$ cat src/rtl/simd_warp_issuer_pkg.sv
// -----------------------------------------------------------------------------
// simd_warp_issuer_pkg
// Shared configuration for the warp-interleaved SIMD instruction issuer:
// default sizing constants and the issuer FSM state encoding.
// -----------------------------------------------------------------------------
package simd_warp_issuer_pkg;

    localparam int DEF_N_INST       = 16;  // instruction slots
    localparam int DEF_MAX_WARP     = 8;   // warps per block
    localparam int DEF_MAX_PENDING  = 8;   // global outstanding-instruction limit
    localparam int DEF_WARP_PENDING = 4;   // per-warp outstanding limit

    typedef enum logic [1:0] {
        ST_IDLE  = 2'd0,  // waiting for a job
        ST_ISSUE = 2'd1,  // walking the PC x warp loop
        ST_DRAIN = 2'd2,  // last job issued, waiting for all commits
        ST_FIN   = 2'd3   // block complete, holding fin_rdy
    } issue_state_e;

endpackage

$ cat src/rtl/simd_warp_credit.sv
// -----------------------------------------------------------------------------
// simd_warp_credit
// Outstanding-instruction bookkeeping: one saturating up/down counter per warp
// plus one global counter. An issue increments, a commit decrements; both on
// the same counter in one cycle leave it unchanged. A commit against an empty
// counter leaves it at zero.
//
// Ports:
//   clk, rst_n        clock, asynchronous active-low reset
//   inc, inc_wid      one instruction issued on warp inc_wid
//   dec, dec_wid      one instruction retired on warp dec_wid
//   g_full, g_empty   global counter at MAX_PENDING / at zero
//   w_full[w]         warp w counter at WARP_PENDING
// -----------------------------------------------------------------------------
module simd_warp_credit #(
    parameter int MAX_WARP     = 8,
    parameter int MAX_PENDING  = 8,
    parameter int WARP_PENDING = 4,
    parameter int WID_BW       = $clog2(MAX_WARP)
) (
    input  logic                clk,
    input  logic                rst_n,
    input  logic                inc,
    input  logic [WID_BW-1:0]   inc_wid,
    input  logic                dec,
    input  logic [WID_BW-1:0]   dec_wid,
    output logic                g_full,
    output logic                g_empty,
    output logic [MAX_WARP-1:0] w_full
);

    localparam int G_BW = $clog2(MAX_PENDING + 1);
    localparam int W_BW = $clog2(WARP_PENDING + 1);

    logic [G_BW-1:0]     gcnt, gcnt_nxt;
    logic [W_BW-1:0]     wcnt     [MAX_WARP];
    logic [W_BW-1:0]     wcnt_nxt [MAX_WARP];
    logic [MAX_WARP-1:0] w_inc, w_dec;

    always_comb begin
        // NOTE: every variable gets its default before any condition, so no path leaves one unassigned and no latch is inferred.
        gcnt_nxt = gcnt;
        if (inc && !dec)
            gcnt_nxt = gcnt + G_BW'(1);
        else if (dec && !inc && gcnt != '0)
            gcnt_nxt = gcnt - G_BW'(1);

        for (int w = 0; w < MAX_WARP; w++) begin
            w_inc[w]    = inc && (inc_wid == WID_BW'(w));
            w_dec[w]    = dec && (dec_wid == WID_BW'(w));
            wcnt_nxt[w] = wcnt[w];
            if (w_inc[w] && !w_dec[w])
                wcnt_nxt[w] = wcnt[w] + W_BW'(1);
            else if (w_dec[w] && !w_inc[w] && wcnt[w] != '0)
                wcnt_nxt[w] = wcnt[w] - W_BW'(1);
        end
    end

    always_ff @(posedge clk or negedge rst_n) begin
        if (!rst_n) begin
            gcnt <= '0;
            // NOTE: this small array is live credit state, not a data RAM, so every entry is cleared on reset.
            for (int w = 0; w < MAX_WARP; w++)
                wcnt[w] <= '0;
        end else begin
            // NOTE: state registers use non-blocking assignment so all counters update together from pre-edge values.
            gcnt <= gcnt_nxt;
            for (int w = 0; w < MAX_WARP; w++)
                wcnt[w] <= wcnt_nxt[w];
        end
    end

    assign g_full  = (gcnt == G_BW'(MAX_PENDING));
    assign g_empty = (gcnt == '0);

    always_comb begin
        for (int w = 0; w < MAX_WARP; w++)
            w_full[w] = (wcnt[w] == W_BW'(WARP_PENDING));
    end

`ifndef SYNTHESIS
    // A retire with nothing outstanding means upstream lost track of credits.
    always @(posedge clk) begin
        if (rst_n) begin
            assert (!(dec && !inc && gcnt == '0));
            assert (!(dec && !(inc && inc_wid == dec_wid) && wcnt[dec_wid] == '0));
        end
    end
`endif

endmodule

$ cat src/rtl/simd_warp_issuer.sv
// -----------------------------------------------------------------------------
// simd_warp_issuer
// Accepts one job (PC range + active-warp count) per handshake and issues its
// instructions warp-interleaved (PC outer loop, warp inner loop) to the SIMD
// ALU, under a global and a per-warp outstanding limit. After the last job of
// a block it waits for every commit before raising fin_rdy.
//
// Ports:
//   i_clk, i_rst                      clock, asynchronous active-low reset
//   job_rdy/job_ack                   job handshake (job_ack combinational)
//   i_pc_beg, i_pc_end                PC range [beg, end)
//   i_nwarp, i_islast, i_drain        warp count, last-job flag, drain-first mode
//   inst_rdy/inst_ack                 instruction handshake
//   o_pc, o_warpid, o_islast          issued instruction
//   inst_commit_dval, i_commit_warpid retire notification
//   fin_rdy/fin_ack                   block-complete handshake
//   o_busy                            activity or outstanding instructions
// -----------------------------------------------------------------------------
module simd_warp_issuer
    import simd_warp_issuer_pkg::*;
#(
    parameter int N_INST       = DEF_N_INST,
    parameter int MAX_WARP     = DEF_MAX_WARP,
    parameter int MAX_PENDING  = DEF_MAX_PENDING,
    parameter int WARP_PENDING = DEF_WARP_PENDING,
    parameter int INST_BW      = $clog2(N_INST + 1),
    parameter int WID_BW       = $clog2(MAX_WARP),
    parameter int NW_BW        = $clog2(MAX_WARP + 1)
) (
    input  logic               i_clk,
    input  logic               i_rst,
    input  logic               job_rdy,
    output logic               job_ack,
    input  logic [INST_BW-1:0] i_pc_beg,
    input  logic [INST_BW-1:0] i_pc_end,
    input  logic [NW_BW-1:0]   i_nwarp,
    input  logic               i_islast,
    input  logic               i_drain,
    output logic               inst_rdy,
    input  logic               inst_ack,
    output logic [INST_BW-1:0] o_pc,
    output logic [WID_BW-1:0]  o_warpid,
    output logic               o_islast,
    input  logic               inst_commit_dval,
    input  logic [WID_BW-1:0]  i_commit_warpid,
    output logic               fin_rdy,
    input  logic               fin_ack,
    output logic               o_busy
);

    issue_state_e        state, state_nxt;
    logic [INST_BW-1:0]  pc, pc_last;
    logic [WID_BW-1:0]   wid, wid_last;
    logic                islast_r;
    logic                g_full, g_empty;
    logic [MAX_WARP-1:0] w_full;
    logic                job_empty, at_last, fire;

    assign job_empty = (i_pc_beg >= i_pc_end) || (i_nwarp == '0);
    assign at_last   = (pc == pc_last) && (wid == wid_last);
    assign fire      = inst_rdy && inst_ack;

    simd_warp_credit #(
        .MAX_WARP     (MAX_WARP),
        .MAX_PENDING  (MAX_PENDING),
        .WARP_PENDING (WARP_PENDING),
        .WID_BW       (WID_BW)
    ) u_credit (
        .clk     (i_clk),
        .rst_n   (i_rst),
        .inc     (fire),
        .inc_wid (wid),
        .dec     (inst_commit_dval),
        .dec_wid (i_commit_warpid),
        .g_full  (g_full),
        .g_empty (g_empty),
        .w_full  (w_full)
    );

    always_ff @(posedge i_clk or negedge i_rst) begin
        if (!i_rst) state <= ST_IDLE;
        else        state <= state_nxt;
    end

    always_comb begin
        state_nxt = state;
        case (state)
            ST_IDLE:  if (job_ack)
                          state_nxt = job_empty ? (i_islast ? ST_DRAIN : ST_IDLE) : ST_ISSUE;
            ST_ISSUE: if (fire && at_last)
                          state_nxt = islast_r ? ST_DRAIN : ST_IDLE;
            ST_DRAIN: if (g_empty) state_nxt = ST_FIN;
            ST_FIN:   if (fin_ack) state_nxt = ST_IDLE;
            default:  state_nxt = ST_IDLE;
        endcase
    end

    always_comb begin
        job_ack  = 1'b0;
        inst_rdy = 1'b0;
        fin_rdy  = 1'b0;
        case (state)
            // Drain mode holds the job until every earlier instruction retired.
            ST_IDLE:  job_ack  = job_rdy && !(i_drain && !g_empty);
            ST_ISSUE: inst_rdy = !(g_full || w_full[wid]);
            ST_FIN:   fin_rdy  = 1'b1;
            default:  ;
        endcase
    end

    // Loop registers. The final (pc, wid) pair is held rather than advanced so
    // pc never runs past pc_end-1.
    always_ff @(posedge i_clk or negedge i_rst) begin
        if (!i_rst) begin
            pc       <= '0;
            pc_last  <= '0;
            wid      <= '0;
            wid_last <= '0;
            islast_r <= 1'b0;
        end else if (job_ack) begin
            islast_r <= i_islast;
            if (!job_empty) begin
                pc       <= i_pc_beg;
                pc_last  <= i_pc_end - INST_BW'(1);
                wid      <= '0;
                wid_last <= WID_BW'(i_nwarp - NW_BW'(1));
            end
        end else if (fire && !at_last) begin
            if (wid == wid_last) begin
                wid <= '0;
                pc  <= pc + INST_BW'(1);
            end else begin
                wid <= wid + WID_BW'(1);
            end
        end
    end

    assign o_pc     = pc;
    assign o_warpid = wid;
    assign o_islast = (state == ST_ISSUE) && islast_r && at_last;
    assign o_busy   = (state != ST_IDLE) || !g_empty;

endmodule
$ cat config.mk
export PLATFORM = sky130hd
export DESIGN_NAME = simd_warp_issuer
export DESIGN_NICKNAME = d
export VERILOG_FILES = /design/src/rtl/simd_warp_issuer_pkg.sv /design/src/rtl/simd_warp_credit.sv /design/src/rtl/simd_warp_issuer.sv
export SDC_FILE = /design/constraint.sdc
export NUM_CORES = 1
export LEC_CHECK = 0
export CAP_MARGIN = 25
export CORE_ASPECT_RATIO = 0.8
export CORE_MARGIN = 2
export CORE_UTILIZATION = 38
export CTS_CLUSTER_DIAMETER = 100
export CTS_CLUSTER_SIZE = 10
export DETAILED_ROUTE_END_ITERATION = 10
export PLACE_DENSITY_LB_ADDON = 0.3
export SLEW_MARGIN = 20
export SYNTH_ARGS = -nofsm -noshare
export SYNTH_HDL_FRONTEND = slang
export SYNTH_SLANG_ARGS = --single-unit
$ cat constraint.sdc
create_clock -name i_clk -period 3.57 [get_ports i_clk]
set_clock_uncertainty 0.2 [all_clocks]
set_input_delay 1.071 -clock i_clk [delete_from_list [all_inputs] [get_ports i_clk]]
set_output_delay 1.071 -clock i_clk [all_outputs]
set_load 0.03 [all_outputs]
==> flow_summary.toml, run 1 <==
[clock_network]
cts_setup_buffers = 0
ctsLongestPathBuffers = 2
clock-sinks = 47
ctsHtreeMaxLevel = 2
cts_buffers = 5
root_buffer = "clkbuf_16"
clk_pin_slew_ns = 0.07
cts_tree = "yes"
clkLatencyLatePin_ns = 0.29

[sta]
whs_ns = 0.2998
hold_violations = 0
period_needed_ns = 3.516
setup_violations = 0
fmaxAchievable_ghz = 0.2844
slew_viol_final = 0
worst_slew_margin_rel = 0.5042
tns_ns = 0
finalCritPeriodShare = 0.9848
worstMarginPinSlew_ns = 0.7429

[worst_setup_path]
r2r-end = "u_credit.gcnt[3]$_DFFE_PN0P_"
critPathMaxStageDelay_ns = 0.59
cp-start-kind = "flop"
r2r_slack_ns = 0.33
path_class = "reg -> out"
crit_arrival_ns = 2.24
r2r-start = "o_warpid[0]$_DFFE_PN0P_"
startpoint = "u_credit.gcnt[0]$_DFFE_PN0P_"
reg2reg_depth = 11
required_ns = 2.30
cp_slowest_cell = "or4_4"
endpoint_kind = "output pin"
crit_chain = "or4_4 > or3_1 > clkdlybuf4s50_1"
worstPathMaxFanout = 7

[logic_synthesis]
syn_nets = 466
synth-main-ff-cell = "dfrtp_1"
synth.ff_latch_count = 47
synthDistinctLibCells = 66
synth-edff-count = 0
syn_area_per_cell_um2 = 8.740
synth-seq-area-share = 0.3235
postSynth.asyncResetShare = 1.000
synthCells = 416
ys_warn_count = 0
synth_area_um2 = 3636

[min_path]
hp-class = "reg -> reg"
min_from = "pc_last[3]$_DFFE_PN0P_"
hold_end = "pc_last[3]$_DFFE_PN0P_"
hold_depth = 2

[run_status]
outcome = "completed"

[cells_and_area]
fill_cells = 875
layout-area-overhead-vs-synth_pct = 24.09
nets = 531
layout.cells.most_common = "nor2_1"
utilization = 0.4908
drive_gt1_frac = 0.1452
final_cell_mix = "nor2_1 (47), dfrtp_1 (46), nand2_1 (40)"
fin_cells = 597
diodes = 0

[power_and_ir_drop]
power_mw = 3.533
cellLeakagePower_nw = 1.929
vdd_ir_drop_max_v = 0.0002553
power.density_nw_per_um2 = 783.1

[die]
dieWidth_um = 113.4
io_pins = 38
fp.coreArea_um2 = 9193
die-height_um = 91.49
initial_core_util = 0.3955
rows = 31
dieArea_um2 = 10370

[routing]
wl_um = 8618
first_iter_violations = 204
drtAntennaViolNets = 0
first_pass_iters = 4
drc = 0
avgRoutedWirePerCell_um = 14.44
viasPerCell = 5.504
vias = 3286

[global_route]
grt_pass1_vias = 3084
grt_pass1_wl_um = 14790
grtUsageTotal = 0.1733
grt_max_degree = 31
antenna_found_initial = 0
overflow = 0

[flow_run]
cap_violations = 0

[placed_design]
dp_cells = 589
io_buffers = 37
routabilityCongestion = 0.8114
dp_hpwl_um = 6618
-- what timing repair did --
item | in CTS | in global routing
hold buffers | 0 | 0
pin swaps | 0 | 2
setup endpoints to repair | 2 | 2
resized for setup | 5 | 3
-- report_power, final --
part	switching [mW]	internal [mW]	leakage, nW
clock	0.217	0.262	0.0742
sequential	0.390	0.790	0.568
combinational	0.958	0.915	1.29
total	1.56	1.97	1.93
-- cell usage after synthesis, types with 2 or more instances --
cell type	count	area, um2
dfrtp_1	47	1176
nor2_1	47	176.4
nand2_1	40	150.1
o21ai_0	33	165.2
inv_1	21	78.83
ha_1	16	200.2
nor3_1	15	75.07
xnor2_1	14	122.6
mux2i_1	13	130.1
nand3_1	11	55.05
a21oi_1	10	50.05
fa_1	9	180.2
a211oi_1	8	60.06
clkbuf_1	7	26.28
mux2_2	6	67.56
nor2b_1	6	37.54
nor4_1	6	37.54
o21a_1	6	45.04
o22ai_1	6	37.54
xor2_1	6	52.55
a311oi_1	5	43.79
buf_2	5	25.02
o211ai_1	5	37.54
a21o_1	4	30.03
and2_1	4	25.02
nand2b_1	4	25.02
nand4_1	4	25.02
nor4b_1	4	35.03
or3_1	4	25.02
a22o_1	3	26.28
and3_1	3	18.77
o2111ai_1	3	26.28
a221oi_1	2	17.52
a22oi_1	2	15.01
buf_6	2	22.52
o2111a_1	2	22.52
o221ai_1	2	17.52
or2_2	2	12.51
or4_1	2	15.01
-- through the flow --
stage	worst slack (ns)	instance area (um2)
floorplan	0.0004214	3641
global placement	-0.05244	4343
detailed placement	-0.1276	4343
CTS	0.003054	4494
global route	-0.005841	4512
finish	0.05429	4512
-- kinds of logic (layout without fill, tap and decap cells) --
group           count (synthesis)  count (layout)  synth area share
compound gates                103             103            0.1924
xor+xnor                       20              20           0.04818
simple gates                  165             165            0.2319
mux                            19              19           0.05437
fa+ha+maj                      25              25            0.1046
flops                          47              47            0.3235
buf+inv                        37             103           0.04508
-- registers in the layout, summed over array words and instances, names as in the netlist --
| name | flops |
|---|---|
| wid_last | 3 |
| u_credit.wcnt | 24 |
| o_pc | 5 |
| islast_r | 1 |
| state | 2 |
| o_warpid | 3 |
| u_credit.gcnt | 4 |
| pc_last | 5 |
-- metal layers --
layer / vias up / global-route usage / share of wire
li1: 1641 / - / -
met1: 1572 / 0.2549 / 0.50
met2: 64 / 0.2650 / 0.46
met3: 9 / 0.02470 / 0.030
met4: 0 / 0.04776 / 0.010
met5: - / 0 / 0
-- worst max-delay path, delay by kind of cell, from the launching register on --
family | cells | cell delay, ns
buf+inv | 1 | 0.59
flops | 1 | 0.45
simple gates | 2 | 0.91
-- cell type report --
cell class                 instances  area, um2  area share
multi-input combinational        332       2321      0.5144
sequential                        47       1177      0.2610
timing repair buffer              74      643.1      0.1425
tap                              115      143.9     0.03189
clock buffer                       5      125.1     0.02773
inverter                          21      78.83     0.01747
clock inverter                     3      22.52    0.004992
-- worst max path at each step --
stage	end	cells after the start
after floorplan	u_credit.wcnt[2]$_DFFE_PN0P_	10
after global placement	u_credit.gcnt[3]$_DFFE_PN0P_	10
after detailed placement	u_credit.gcnt[3]$_DFFE_PN0P_	10
after CTS	job_ack	6
after global routing	u_credit.gcnt[3]$_DFFE_PN0P_	10
final	o_busy	3
Power figures use the tool's default switching activity.
==> inputs of run 2 (changes only) <==
--- a/config.mk
+++ b/config.mk
@@ -13,7 +13,6 @@
 export CTS_CLUSTER_SIZE = 10
 export DETAILED_ROUTE_END_ITERATION = 10
 export PLACE_DENSITY_LB_ADDON = 0.3
-export SLEW_MARGIN = 20
 export SYNTH_ARGS = -nofsm -noshare
 export SYNTH_HDL_FRONTEND = slang
 export SYNTH_SLANG_ARGS = --single-unit
==> constraint.sdc (replaced) <==
create_clock -name i_clk -period 3.6 [get_ports i_clk]
set_clock_uncertainty 0.2 [all_clocks]
set_input_delay 1.08 -clock i_clk [delete_from_list [all_inputs] [get_ports i_clk]]
set_output_delay 1.08 -clock i_clk [all_outputs]
set_load 0.03 [all_outputs]
==> flow_summary.toml, run 2 (same netlist as run 1, synthesis figures left out) <==
[global_route]
overflow = 0
grtUsageMet3 = 0.02737
grt_max_degree = 36
grt_pass1_vias = 3153
grt_pass1_wl_um = 15150
grt.met2_usage = 0.2809
met1_usage = 0.2608
antenna_found_initial = 0
busiest_layer = "met2"
grtUsageTotal = 0.1767

[power_and_ir_drop]
power.density_nw_per_um2 = 782.8
cellLeakagePower_nw = 1.943
clkPwrFrac = 0.154
p_int_mw = 2.026
comb_power_share = 0.524
vdd_ir_drop_max_v = 0.0004198
switching_share = 0.4309
power.net_switching_mw = 1.534
pwr-share-seq = 0.322

[sta]
slew_viol_final = 0
fmaxAchievable_ghz = 0.2822
worst_slew_margin_rel = 0.4837
rsz0062_at_grt = "yes"
period_needed_ns = 3.543
fin_ws_ns = 0.05685
tns_ns = 0
hold_violations = 0
worstMarginPinSlew_ns = 0.7737
setup_violations = 0
finalCritPeriodShare = 0.9842

[min_path]
hp-class = "reg -> reg"
hold_end = "u_credit.gcnt[3]$_DFFE_PN0P_"
min_from = "u_credit.gcnt[3]$_DFFE_PN0P_"
hold_depth = 1

[flow_run]
cap_violations = 0

[placed_design]
dp_cells = 592
routabilityCongestion = 0.8529
dp_hpwl_um = 6675
dpl_worst_slack_ns = -0.1290
io_buffers = 37

[die]
io_pins = 38
fp.coreArea_um2 = 9193
initial_core_util = 0.3955
die-height_um = 91.49
dieWidth_um = 113.4
dieArea_um2 = 10370
rows = 31

[clock_network]
root_buffer = "clkbuf_16"
clk_pin_slew_ns = 0.07
cts_buffers = 5
clock-sinks = 47
ctsLongestPathBuffers = 2
cts_tree = "yes"
cts_setup_buffers = 0
clkLatencyLatePin_ns = 0.29
ctsHtreeMaxLevel = 2

[routing]
first_iter_violations = 184
wl_um = 8645
drc = 0
avgRoutedWirePerCell_um = 14.41
viasPerCell = 5.402
first_pass_iters = 4
drtAntennaViolNets = 0
vias = 3241

[worst_setup_path]
path_class = "in -> out"
critPathMaxStageDelay_ns = 0.46
required_ns = 2.32
crit_chain = "clkdlybuf4s50_1 > inv_1 > a211o_1 > or2_1 > inv_2 > buf_6"
cp_slowest_cell = "clkdlybuf4s50_1"
r2r-end = "u_credit.gcnt[3]$_DFFE_PN0P_"
worstPathMaxFanout = 2
crit_arrival_ns = 2.26
reg2reg_depth = 11
endpoint_kind = "output pin"
r2r_slack_ns = 0.33
r2r-start = "u_credit.wcnt[11]$_DFFE_PN0P_"
cp-start-kind = "primary input"

[run_status]
outcome = "completed"

[cells_and_area]
diodes = 0
drive_gt1_frac = 0.1485
multiInputGateArea_um2 = 2311
layout.cells.most_common = "nor2_1"
largest_register = "u_credit.wcnt"
fill_cells = 879
final_cell_mix = "nor2_1 (47), dfrtp_1 (46), buf_4 (41)"
seqCellArea_um2 = 1177
nets = 534
largest_register_ffs = 24
fin_cells = 600
layout-area-overhead-vs-synth_pct = 25.05
-- run 2: area by class of cell --
type                    count  share of cell area
well taps                 115             0.03165
multi-input cells         332              0.5083
inverters                  21             0.01734
flip-flops and latches     47              0.2589
clock inverters             3             0.01046
repair buffers             77              0.1458
clock buffers               5             0.02752
-- run 2: worst max-delay path by stage --
stage                     slack [ns]                      endpoint  cells after the start                     from
after global routing          -0.004                       job_ack                      6                  job_rdy
final                           0.06                       job_ack                      6                  job_rdy
after global placement         -0.03  u_credit.gcnt[3]$_DFFE_PN0P_                     10                 inst_ack
after CTS                       0.01                       job_ack                      6                  job_rdy
after detailed placement       -0.13  u_credit.gcnt[3]$_DFFE_PN0P_                     10                 inst_ack
after floorplan                 0.02                      inst_rdy                      6  o_warpid[0]$_DFFE_PN0P_
-- run 2: power by group through the flow --
| stage | clock [mW] | sequential [mW] | combinational [mW] |
|---|---|---|---|
| after floorplan | 0 | 1.14 | 1.22 |
| after CTS | 0.563 | 1.15 | 1.85 |
| after detailed placement | 0 | 1.15 | 1.85 |
| final | 0.548 | 1.15 | 1.86 |
| after global placement | 0 | 1.14 | 1.79 |
| after global routing | 0.589 | 1.21 | 2.10 |
-- run 2: critical path, delay by kind of cell --
kind / cells / cell delay, ns
AO/OA/AOI/OAI: 1 / 0.26
buffers and inverters: 4 / 0.69
AND/OR/NAND/NOR: 1 / 0.23
-- run 2: metrics by stage --
stage	hold slack [ns]	utilization	area (um2)	power [mW]
2_1_floorplan	0.2557	-	3636	2.360
3_3_place_gp	0.2779	0.4738	4355	2.926
3_5_place_dp	0.2872	0.4738	4355	3.000
4_1_cts	0.2962	0.4926	4528	3.556
5_1_grt	0.3329	0.4946	4547	3.891
6_report	0.3009	0.4946	4547	3.559
-- run 2: what timing repair did --
item	in CTS	in global routing
hold buffers	0	0
endpoints found under the setup margin	1	3
gates resized for setup	2	6
-- run 2: layer usage --
metal	vias to the layer above	wire, um
li1	1642	-
met1	1532	4364
met2	65	3910
met3	2	340
met4	0	29
met5	-	0
==> inputs of run 3 (changes only) <==
--- a/config.mk
+++ b/config.mk
@@ -9,7 +9,7 @@
 export CORE_ASPECT_RATIO = 0.8
 export CORE_MARGIN = 2
 export CORE_UTILIZATION = 38
-export CTS_CLUSTER_DIAMETER = 100
+export CTS_CLUSTER_DIAMETER = 40
 export CTS_CLUSTER_SIZE = 10
 export DETAILED_ROUTE_END_ITERATION = 10
 export PLACE_DENSITY_LB_ADDON = 0.3
==> results of run 3 <==
No change in the layout: final DEF, timing and power equal those of run 2.
